$ cat config.mk
export PLATFORM = sky130hd
export DESIGN_NAME = kw_matcher
export DESIGN_NICKNAME = d
export VERILOG_FILES = /design/src/rtl/block_nest_checker_pkg.sv /design/src/rtl/block_nest_checker_kw_matcher.sv
export SDC_FILE = /design/constraint.sdc
export NUM_CORES = 1
export LEC_CHECK = 0
export ABC_AREA = 1
export CORE_AREA = 2 2 49 51
export DETAILED_ROUTE_END_ITERATION = 16
export DIE_AREA = 0 0 51 53
export PLACE_DENSITY = 0.57
export SLEW_MARGIN = 20
export SYNTH_ARGS = -nofsm -noshare
export SYNTH_HDL_FRONTEND = slang
export SYNTH_SLANG_ARGS = --single-unit
export TNS_END_PERCENT = 30
$ cat constraint.sdc
create_clock -name clk -period 4.3 [get_ports clk]
set_clock_uncertainty 0.15 [all_clocks]
set_input_delay 0.86 -clock clk [delete_from_list [all_inputs] [get_ports clk]]
set_output_delay 0.86 -clock clk [all_outputs]
set_load 0.02 [all_outputs]
$ cat src/rtl/block_nest_checker_pkg.sv
// Purpose: shared keyword codes, block type codes and helpers for the nesting checker.
// Latency: n/a (types, constants and pure functions only).
// Backpressure: n/a.
package block_nest_pkg;

    localparam logic [7:0] CH_SPACE  = 8'h20;
    localparam logic [7:0] CASE_FOLD = 8'h20;

    typedef enum logic [2:0] {
        KW_NONE,
        KW_BEGIN,
        KW_END,
        KW_FORK,
        KW_JOIN,
        KW_CASE,
        KW_ENDCASE
    } kw_e;

    // Stack entries are always 2 bits wide, whether or not case keywords exist.
    typedef logic [1:0] blk_type_t;

    localparam blk_type_t T_BEGIN = 2'd0;
    localparam blk_type_t T_FORK  = 2'd1;
    localparam blk_type_t T_CASE  = 2'd2;

    function automatic logic kw_is_open(input kw_e k);
        return (k == KW_BEGIN) || (k == KW_FORK) || (k == KW_CASE);
    endfunction

    // Block type a keyword opens or closes; KW_NONE maps to T_BEGIN but is never used.
    function automatic blk_type_t kw_type(input kw_e k);
        case (k)
            KW_FORK, KW_JOIN:    return T_FORK;
            KW_CASE, KW_ENDCASE: return T_CASE;
            default:             return T_BEGIN;
        endcase
    endfunction

endpackage

$ cat src/rtl/block_nest_checker_kw_matcher.sv
// Purpose: word FSM; reports which full keyword the current unterminated word equals.
// Latency: kw_o reflects every character sampled up to the last clk edge (registered state).
// Backpressure: none; one folded character consumed every cycle.
// Ports: clk, reset (async active-high), ch (case-folded char), kw_o (keyword code or KW_NONE).
// Optional: BLOCK_NEST_CASE_KW_EN adds the case/endcase branches.
module kw_matcher
    import block_nest_pkg::*;
(
    input  logic       clk,
    input  logic       reset,
    input  logic [7:0] ch,
    output kw_e        kw_o
);

    typedef enum logic [4:0] {
        S_IDLE,
        S_B, S_BE, S_BEG, S_BEGI, S_BEGIN,
        S_E, S_EN, S_END,
        S_F, S_FO, S_FOR, S_FORK,
        S_J, S_JO, S_JOI, S_JOIN,
        S_C, S_CA, S_CAS, S_CASE,
        S_ENDC, S_ENDCA, S_ENDCAS, S_ENDCASE,
        S_SKIP
    } state_e;

    state_e state, state_n;

    always_ff @(posedge clk or posedge reset) begin
        if (reset) state <= S_IDLE;
        else       state <= state_n;
    end

    // Any character that does not extend a keyword prefix (including one
    // after a complete keyword) drops into SKIP until the next space.
    always_comb begin
        state_n = S_SKIP;
        if (ch == CH_SPACE) begin
            state_n = S_IDLE;
        end else begin
            case (state)
                S_IDLE: begin
                    if (ch == "b") state_n = S_B;
                    if (ch == "e") state_n = S_E;
                    if (ch == "f") state_n = S_F;
                    if (ch == "j") state_n = S_J;
`ifdef BLOCK_NEST_CASE_KW_EN
                    if (ch == "c") state_n = S_C;
`endif
                end
                S_B:    if (ch == "e") state_n = S_BE;
                S_BE:   if (ch == "g") state_n = S_BEG;
                S_BEG:  if (ch == "i") state_n = S_BEGI;
                S_BEGI: if (ch == "n") state_n = S_BEGIN;
                S_E:    if (ch == "n") state_n = S_EN;
                S_EN:   if (ch == "d") state_n = S_END;
                S_F:    if (ch == "o") state_n = S_FO;
                S_FO:   if (ch == "r") state_n = S_FOR;
                S_FOR:  if (ch == "k") state_n = S_FORK;
                S_J:    if (ch == "o") state_n = S_JO;
                S_JO:   if (ch == "i") state_n = S_JOI;
                S_JOI:  if (ch == "n") state_n = S_JOIN;
`ifdef BLOCK_NEST_CASE_KW_EN
                // "end" is itself a prefix of "endcase".
                S_END:    if (ch == "c") state_n = S_ENDC;
                S_ENDC:   if (ch == "a") state_n = S_ENDCA;
                S_ENDCA:  if (ch == "s") state_n = S_ENDCAS;
                S_ENDCAS: if (ch == "e") state_n = S_ENDCASE;
                S_C:      if (ch == "a") state_n = S_CA;
                S_CA:     if (ch == "s") state_n = S_CAS;
                S_CAS:    if (ch == "e") state_n = S_CASE;
`endif
                default: state_n = S_SKIP;
            endcase
        end
    end

    always_comb begin
        kw_o = KW_NONE;
        case (state)
            S_BEGIN:   kw_o = KW_BEGIN;
            S_END:     kw_o = KW_END;
            S_FORK:    kw_o = KW_FORK;
            S_JOIN:    kw_o = KW_JOIN;
            S_CASE:    kw_o = KW_CASE;
            S_ENDCASE: kw_o = KW_ENDCASE;
            default:   kw_o = KW_NONE;
        endcase
    end

endmodule

==> results summary <==
In the final layout, the registers with the most flip-flops are state (5). Relative to the synthesized area, the layout overhead comes to 20.6%. The area of all placed cells without fillers is 997 um^2. In this run the remaining antenna-violating nets after routing total 0. The count of routing violations after the opening detailed-route iteration is 22. In this run the post-CTS setup repair buffer count came out at 0. The hold violation count in the final report came out at 0. The worst-case clock buffer depth is 2. The clock insertion delay at the later pin of the skew report came out at 0.23 ns. The final RePlAce weighted congestion came out at 0.838. The required arrival time at the worst endpoint came out at about 3.3 ns.

Of the synthesized area, sequential elements account for 0.151. STA classifies the critical path endpoint as an output pin. Of all nets on the critical path, the largest fanout is 5. The number of buffers inserted by port buffering came out at 12.

In this run the most critical hold path is launched from state[0]. The core footprint came out at between 2000 and 2500 um^2. The placed cell area is 971 um^2.

The power density over cell area came out at 226 nW/um^2. TritonCTS built the clock tree. The run finished with clean final reports.

The clock input transition at the sequential cells of the worst setup and hold paths is 0.04 ns. The detailed-route DRC error count is 0. The initial core utilization is 0.385. The total of endpoints with negative setup slack in the final report came out at 0. The number of gates resized after CTS is 0. The number of vias per cell came out at slightly below 5.

The hold path depth is 2. The final routed wire length divided by cell count came out at ~11 um. The level count of the clock H-tree is 1. The first detailed-routing pass ran for 4 iterations. The overall routing resource usage is 0.177. The worst supply voltage drop on vdd is 115 uV. The x dimension of the die came out at ~51 um.

For this run the aggregate overflow at the end of global routing stands at 0. Setup repair after global routing left no endpoint under its margin. In this run the worst setup path begins at state[1].

The number of primary I/O pins came out at 13. The final wirelength came out at 2170 um. The flip-flop count of the largest register after layout is 5.

The number of diodes added for antenna fixing came out at 0. The tightest min-delay check is of the reg -> reg type. The average size of a mapped cell is 5.17 um^2. The number of clock buffers inserted by TritonCTS is 3. After layout, the minimum clock period comes to 2.85 ns. The synthesized netlist occupies a cell area of 827 um^2. The fraction of layout instances using a drive strength above 1 came out at 0.131. The headroom to the max-slew limit is 0.717. The cell count after synthesis is 160. The register with the most flip-flops in the final layout is state. The number of max-slew violations in the final report is 0. The sum of negative setup slack is 0 ns. The arrival time at the worst endpoint came out at between 1.5 and 2 ns. The final layout contains 186 nets. CTS placed an instance of clkbuf_4 at the clock tree root. The fmax came out at 351 MHz. The die is 53 um tall. The worst setup path is of the reg -> out kind. Yosys printed 0 warnings. The number of nets handed over by synthesis was 170. The number of antenna violations at the first check in global routing came out at 0. The die covers 2700 um^2. The wire length of the first global-routing pass came out at between 3000 and 4000 um. The startpoint identified for the worst register-to-register timing path is state[3].

The post-layout utilization of the core is 0.464. The pin count of the biggest net entering global routing is 13. STA classifies the critical path startpoint as a register.

The HPWL after detailed placement came out at 1880 um. The hold buffer count at cts came out at 0. The fill cell instance count of the final layout is 250. The number of vias after detailed routing came out at 977.

The share of the cycle needed by the critical path after routing came out at 0.663. The total clock sinks is 5. The slew at the pin closest to its max-slew limit is 0.424 ns. The count of max-cap constraint violations is 0. For the worst flop-to-flop path, the logic depth is 8. The number of unique standard cell types used by synthesis is 21. The number of global-route vias before repair is 891.

The register bit total from synthesis came out at 5. The cell leakage power came out at 0.505 nW. The number of placement rows came out at 17.
synthesized netlist by cell type, drive strengths merged:
| master | number | area, um^2 |
|---|---|---|
| nand2 | 51 | 199 |
| dfrtp | 5 | 125 |
| o211ai | 1 | 7.51 |
| nand3 | 19 | 118 |
| a21oi | 5 | 25.0 |
| nor3 | 4 | 25.0 |
| o21ai | 4 | 20.0 |
| o311ai | 1 | 8.76 |
| o31ai | 1 | 7.51 |
| nor2 | 37 | 159 |
| buf | 1 | 11.3 |
| inv | 29 | 109 |
| nand4 | 2 | 12.5 |
power by group:
group	switching (mW)	leakage [nW]	total, mW	internal, mW
registers	0.0129	0.0550	0.0679	0.0550
clock network	0.0161	0.0150	0.0509	0.0349
logic	0.0679	0.435	0.107	0.0386
placed cells by master (no fill, tap or decap):
cell	instances
o21ai_0	2
nand2_1	48
inv_1	22
nor2_4	1
o311ai_1	1
clkbuf_4	3
nand3_1	16
nand3_4	1
o21ai_1	2
inv_2	7
nor2_2	5
nor3_2	1
a21oi_1	5
nand2_2	3
nor3_1	3
o31ai_1	1
clkbuf_1	1
dfrtp_1	5
clkdlybuf4s50_1	12
nor2_1	31
nand3_2	2
o211ai_1	1
nand4_1	2
layout make-up:
type / count / area (um^2) / area share
multi-input combinational: 125 / 582 / 0.583
sequential: 5 / 125 / 0.125
timing repair buffer: 12 / 120 / 0.120
inverter: 29 / 109 / 0.109
tap: 28 / 35.0 / 0.0351
clock buffer: 4 / 26.3 / 0.0263
routing by layer:
metal	GRT usage	vias to the layer above	routed length, um
li1	-	529	-
met1	0.208	426	975
met2	0.333	20	1120
met3	0.0141	2	57
met4	0.0631	0	22
met5	0	-	0
stage by stage:
stage	hold slack (ns)	std cells	setup slack (ns)	total power, mW
final	0.618	203	1.45	0.225
after global routing	0.646	203	1.34	0.242
after global placement	0.595	199	1.52	0.174
after detailed placement	0.601	199	1.52	0.174
after floorplan	0.489	160	2.18	0.139
after CTS	0.605	203	1.45	0.227
critical path, cell delays in order, from the launching register on:
cell and delay [ns]:
dfrtp_1 0.44, inv_2 0.09, nand2_1 0.07, nor2_2 0.19, nand3_1 0.09, o211ai_1 0.10
clkdlybuf4s50_1 0.63
worst paths after layout:
path | slack [ns] | endpoint
setup / recovery | 1.45 | kw_o[0]
hold / removal | 0.62 | state[2]
setup reg to reg | 2.68 | state[4]
hold reg to reg | 0.62 | state[2]
max in group asynchronous | 3.16 | state[3]
min in group asynchronous | 0.67 | state[2]
logic make-up (layout without fill, tap and decap cells):
group,Yosys count,after routing,share of synthesized area
AND/OR/NAND/NOR,113,113,0.620
buffers and inverters,30,45,0.145
AO/OA/AOI/OAI,12,12,0.0832
flip-flops,5,5,0.151
No activity file was read; power rests on OpenSTA's default activity.
